--- src/rtl/post_norm_round.sv ---
// rtl/post_norm_round.sv - IEEE754 single-precision adder back end: normalise, round to nearest-even, pack
module post_norm_round #(
  parameter int EW = 8,
  parameter int MW = 29
) (
  input  logic        clk,
  input  logic        rst,
  input  logic        in_valid,
  output logic        in_ready,
  input  logic        in_s,
  input  logic [7:0]  in_e,
  input  logic [28:0] in_m,
  output logic        out_valid,
  input  logic        out_ready,
  output logic [31:0] out_f,
  output logic        out_of,
  output logic        out_uf
);

  localparam logic [1:0] IDLE  = 2'd0;
  localparam logic [1:0] NORM  = 2'd1;
  localparam logic [1:0] ROUND = 2'd2;
  localparam logic [1:0] DONE  = 2'd3;

  // Internal exponent carries one extra bit so a carry past the all-ones
  // exponent is still visible to the overflow test.
  localparam logic [EW:0] E_ONE = (EW+1)'(1);
  localparam logic [EW:0] E_MAX = {1'b0, {EW{1'b1}}};

  logic [1:0]    state;
  logic          s;
  logic [EW:0]   e;
  logic [MW-1:0] m;

  // Rounding datapath: only the bits from the LSB of the fraction upwards
  // take part in the increment; guard/round/sticky only decide it.
  logic          inc;
  logic [MW-5:0] sum_hi;
  logic          rnd_carry;
  logic [MW-7:0] rnd_frac;
  logic [EW:0]   rnd_e;

  assign in_ready  = (state == IDLE);
  assign out_valid = (state == DONE);

  // Nearest-even increment decision and renormalisation after a rounding carry.
  always_comb begin
    inc       = m[3] & ((|m[2:0]) | m[4]);
    sum_hi    = m[MW-1:4] + (MW-4)'(inc);
    rnd_carry = sum_hi[MW-5];
    rnd_frac  = rnd_carry ? sum_hi[MW-6:1] : sum_hi[MW-7:0];
    rnd_e     = rnd_carry ? (e + E_ONE) : e;
  end

  // Control FSM together with the mantissa/exponent working registers and result latches.
  always_ff @(posedge clk) begin
    if (rst) begin
      state  <= IDLE;
      s      <= 1'b0;
      e      <= '0;
      m      <= '0;
      out_f  <= '0;
      out_of <= 1'b0;
      out_uf <= 1'b0;
    end else begin
      case (state)
        IDLE: begin
          if (in_valid) begin
            s      <= in_s;
            e      <= {1'b0, in_e};
            m      <= in_m;
            out_f  <= '0;
            out_of <= 1'b0;
            out_uf <= 1'b0;
            state  <= NORM;
          end
        end
        NORM: begin
          if (m == '0) begin
            // Exact cancellation always yields +0.
            out_f <= '0;
            state <= DONE;
          end else if (m[MW-1]) begin
            // Carry out of the add: shift right, keeping the lost bit as sticky.
            m <= {1'b0, m[MW-1:2], m[1] | m[0]};
            e <= e + E_ONE;
          end else if (!m[MW-2]) begin
            if (e > E_ONE) begin
              m <= m << 1;
              e <= e - E_ONE;
            end else begin
              // No exponent range left to normalise into: flush to signed zero.
              out_f  <= {s, 31'h0};
              out_uf <= 1'b1;
              state  <= DONE;
            end
          end else begin
            state <= ROUND;
          end
        end
        ROUND: begin
          if (rnd_e >= E_MAX) begin
            out_f  <= {s, {EW{1'b1}}, {(MW-6){1'b0}}};
            out_of <= 1'b1;
          end else begin
            out_f <= {s, rnd_e[EW-1:0], rnd_frac};
          end
          state <= DONE;
        end
        DONE: begin
          if (out_ready) begin
            state <= IDLE;
          end
        end
        default: state <= IDLE;
      endcase
    end
  end

endmodule
--- config.mk ---
export PLATFORM = sky130hd
export DESIGN_NAME = post_norm_round
export DESIGN_NICKNAME = d
export VERILOG_FILES = /design/src/rtl/post_norm_round.sv
export SDC_FILE = /design/constraint.sdc
export NUM_CORES = 1
export LEC_CHECK = 0
export ABC_AREA = 1
export ABC_CLOCK_PERIOD_IN_PS = 6300
export CAP_MARGIN = 25
export CORE_ASPECT_RATIO = 0.6
export CORE_UTILIZATION = 35
export CTS_CLUSTER_SIZE = 28
export DETAILED_ROUTE_END_ITERATION = 7
export HOLD_SLACK_MARGIN = 0.12
export SYNTH_ARGS = -nofsm -noshare
export SYNTH_HDL_FRONTEND = slang
export SYNTH_SLANG_ARGS = --single-unit
--- constraint.sdc ---
create_clock -name clk -period 6.3 [get_ports clk]
set_clock_uncertainty 0.15 [all_clocks]
set_input_delay 1.26 -clock clk [delete_from_list [all_inputs] [get_ports clk]]
set_output_delay 1.26 -clock clk [all_outputs]
set_load 0.01 [all_outputs]
==> results.toml <==
[run_status]
status = "finished clean"

[power]
pwr-share-comb_pct = 52.7
pwr-share-seq_pct = 26.5
powerDensity_nw_per_um2 = 455
p_sw_share_pct = 48.4
max-vdd-ir-drop_uv = 191
pwr-share-clk_pct = 20.8
power.static_leakage_nw = 2.55
switching_power_w = 0.00140
intPower_w = 0.00150

[cts]
ctsResizeCount = 0
cts_buffers = 9
cts_tree = "yes"
clock_path_buffers = 2
clk_pin_slew_worst_paths_ps = 70
hold_buffers = 0
post_cts_buffers = 0
clock_latency_ps = 350
cts_sinks = 75
cts_root_buffer = "clkbuf_16"
htree_levels = 3

[logic_synthesis]
avgSynthCellArea_um2 = 6.28
synthFlopType = "dfxtp_1"
synth_seq_cells = 75
yosysWarnings = 0
syn-num-nets = 876
synthCells = 826
syn_area_um2 = 5190
ys_seq_area_share_pct = 29.0
synth-edff-count = 0
synthArstFlopShare_pct = 0
synth_cell_type_count = 37

[drt]
drt_iter0_drc = 533
wl_met3_um = 1210
via_per_inst = 5.19
wl_um = 16600
met1_length_um = 9220
drc = 0
drtPass1Iterations = 5
num_vias = 5559
dr_wl_met2_um = 6020
drtAntennaViolNets = 0
top_layer_used = "met4"
wl_per_cell_um = 15.4

[timing]
fin_crit_sh_pct = 57.5
final_max_slew_viol_count = 0
min_period_ps = 3620
tightest_slew_ps = 1050
slew_headroom_pct = 29.8
hold_viol = 0
final.setup.tns_ps = 0
setup_viol = 0
rsz0062_at_grt = "no"
hold_ws_ps = 307
fmax_ghz = 0.276

[setup_path]
cp_num_buf_inv = 2
worstPathArrival_ps = 3690
cp_slowest_cell = "nand2_1"
critPathKind = "flip-flop to flip-flop"
start_kind = "flip-flop"
cp_common_cell = "nand2_1"
cp.required_ps = 6370
crit_family = "simple AND/OR/NAND/NOR gates"
crit_chain = "nor2_1 > nand2_1 > nor2_1 > o211ai_1 > nand2_1 > nand2_1 > nand2_2 > buf_16 > clkinv_1 > o21ai_0 > a31oi_1"
critPathMaxStageDelay_ps = 810
worst_setup_path_end_kind = "flip-flop"
critPathMaxFanout = 33

[placed_design]
dp_cells = 1057
port_buffers = 77
gp_congestion = 0.939
dp_hpwl_um = 12500

[final_layout]
fillCellCount = 1546
area_growth_pct = 23.1
antenna_cells = 0
layout_commonest_cell = "nand2_1"
layout_common_cells = "nand2_1, nor2_1, clkdlybuf4s50_1, o21ai_0, dfxtp_1"
finalNonFillerCells = 1072
fin_util_pct = 44.1
nets = 920
drive_gt1_share_pct = 5.26

[grt]
grt-ovfl-total = 0
track_usage_pct = 22.6
grt_max_degree = 48
antenna_found_initial = 0
first_global_vias = 4887
grt_pass1_wl_um = 27100

[floorplanning]
rows = 34
die-width_um = 159
die-area_um2 = 15300
fp.dieH_um = 96.3
ios = 78
coreArea_um2 = 14500
initial_core_util_pct = 35.9

[run]
maxCapViolCount = 0

[min_path]
hold_path_class = "flip-flop to flip-flop"
==> worst paths after layout <==
check	start	endpoint	slack, ps	depth (start not counted)
setup / recovery	e[5]$_SDFFE_PP0P_	e[2]$_SDFFE_PP0P_	2680	11
hold / removal	out_of$_SDFFE_PP0P_	out_of$_SDFFE_PP0P_	310	2
setup reg to reg	e[5]$_SDFFE_PP0P_	e[2]$_SDFFE_PP0P_	2680	11
hold reg to reg	out_of$_SDFFE_PP0P_	out_of$_SDFFE_PP0P_	310	2
==> Yosys cell counts (8+ instances only) <==
cell type    n  share of area, %
inv_1       73               5.3
ha_1         8               1.9
nor3_1      60               5.8
a21oi_1     58               5.6
a211oi_1    28               4.1
buf_2       18               1.7
o21ai_0     76               7.3
nand3_1     42               4.1
nand4_1     25               3.0
dfxtp_1     75                29
clkbuf_1    25               1.8
nand2_2      9               1.1
xor2_1      23               3.9
nand2_1    183                13
nor2_1      86               6.2
==> sequential cells by signal (all words and copies together), names as in the netlist <==
signal / flops
s: 1
out_uf: 1
out_of: 1
state: 2
m: 29
e: 9
out_f: 32
==> cell type report <==
class | instances | area [um^2] | share of cell area, %
Multi-Input combinational cell | 626 | 3180 | 49.8
Sequential cell | 75 | 1500 | 23.5
Timing Repair Buffer | 81 | 828 | 13.0
Inverter | 77 | 289 | 4.53
Tap cell | 198 | 248 | 3.88
Clock buffer | 9 | 225 | 3.53
Clock inverter | 6 | 115 | 1.80
==> tightest hold or removal path: cells and delay by family (launching register included) <==
kind            cells  cell delay, ps
compound gates      1              60
flops               1             310
buf+inv             1              50
==> kinds of logic after synthesis <==
| kind of cell | Yosys count | share of synthesized area, % |
|---|---|---|
| AND/OR/NAND/NOR | 421 | 36.6 |
| AO/OA/AOI/OAI | 174 | 18.8 |
| buffers and inverters | 125 | 9.77 |
| flip-flops | 75 | 29.0 |
| XOR/XNOR | 23 | 3.88 |
| adder cells (fa/ha/maj) | 8 | 1.93 |
==> stage by stage <==
step	area (um^2)	setup WS, ps	power (W)
after global routing	6380	2390	0.00313
final	6380	2680	0.00290
after CTS	6380	2800	0.00288
after detailed placement	6040	2610	0.00228
after floorplan	5190	3870	0.00182
after global placement	6000	2270	0.00224
==> power by group through the flow <==
stage          clock (W)  sequential [W]  combinational, W
6_report        0.000604        0.000768           0.00153
2_1_floorplan          0        0.000726           0.00109
5_1_grt         0.000629        0.000787           0.00172
3_3_place_gp           0        0.000772           0.00147
4_1_cts         0.000607        0.000762           0.00151
3_5_place_dp           0        0.000772           0.00150
==> routing by layer <==
layer / GRT usage, % / vias up
met3: 3.96 / 11
met4: 4.09 / 0
met5: 0 / -
met2: 29.8 / 216
met1: 36.5 / 2479
li1: - / 2853
(Power assumes the default switching activity.)
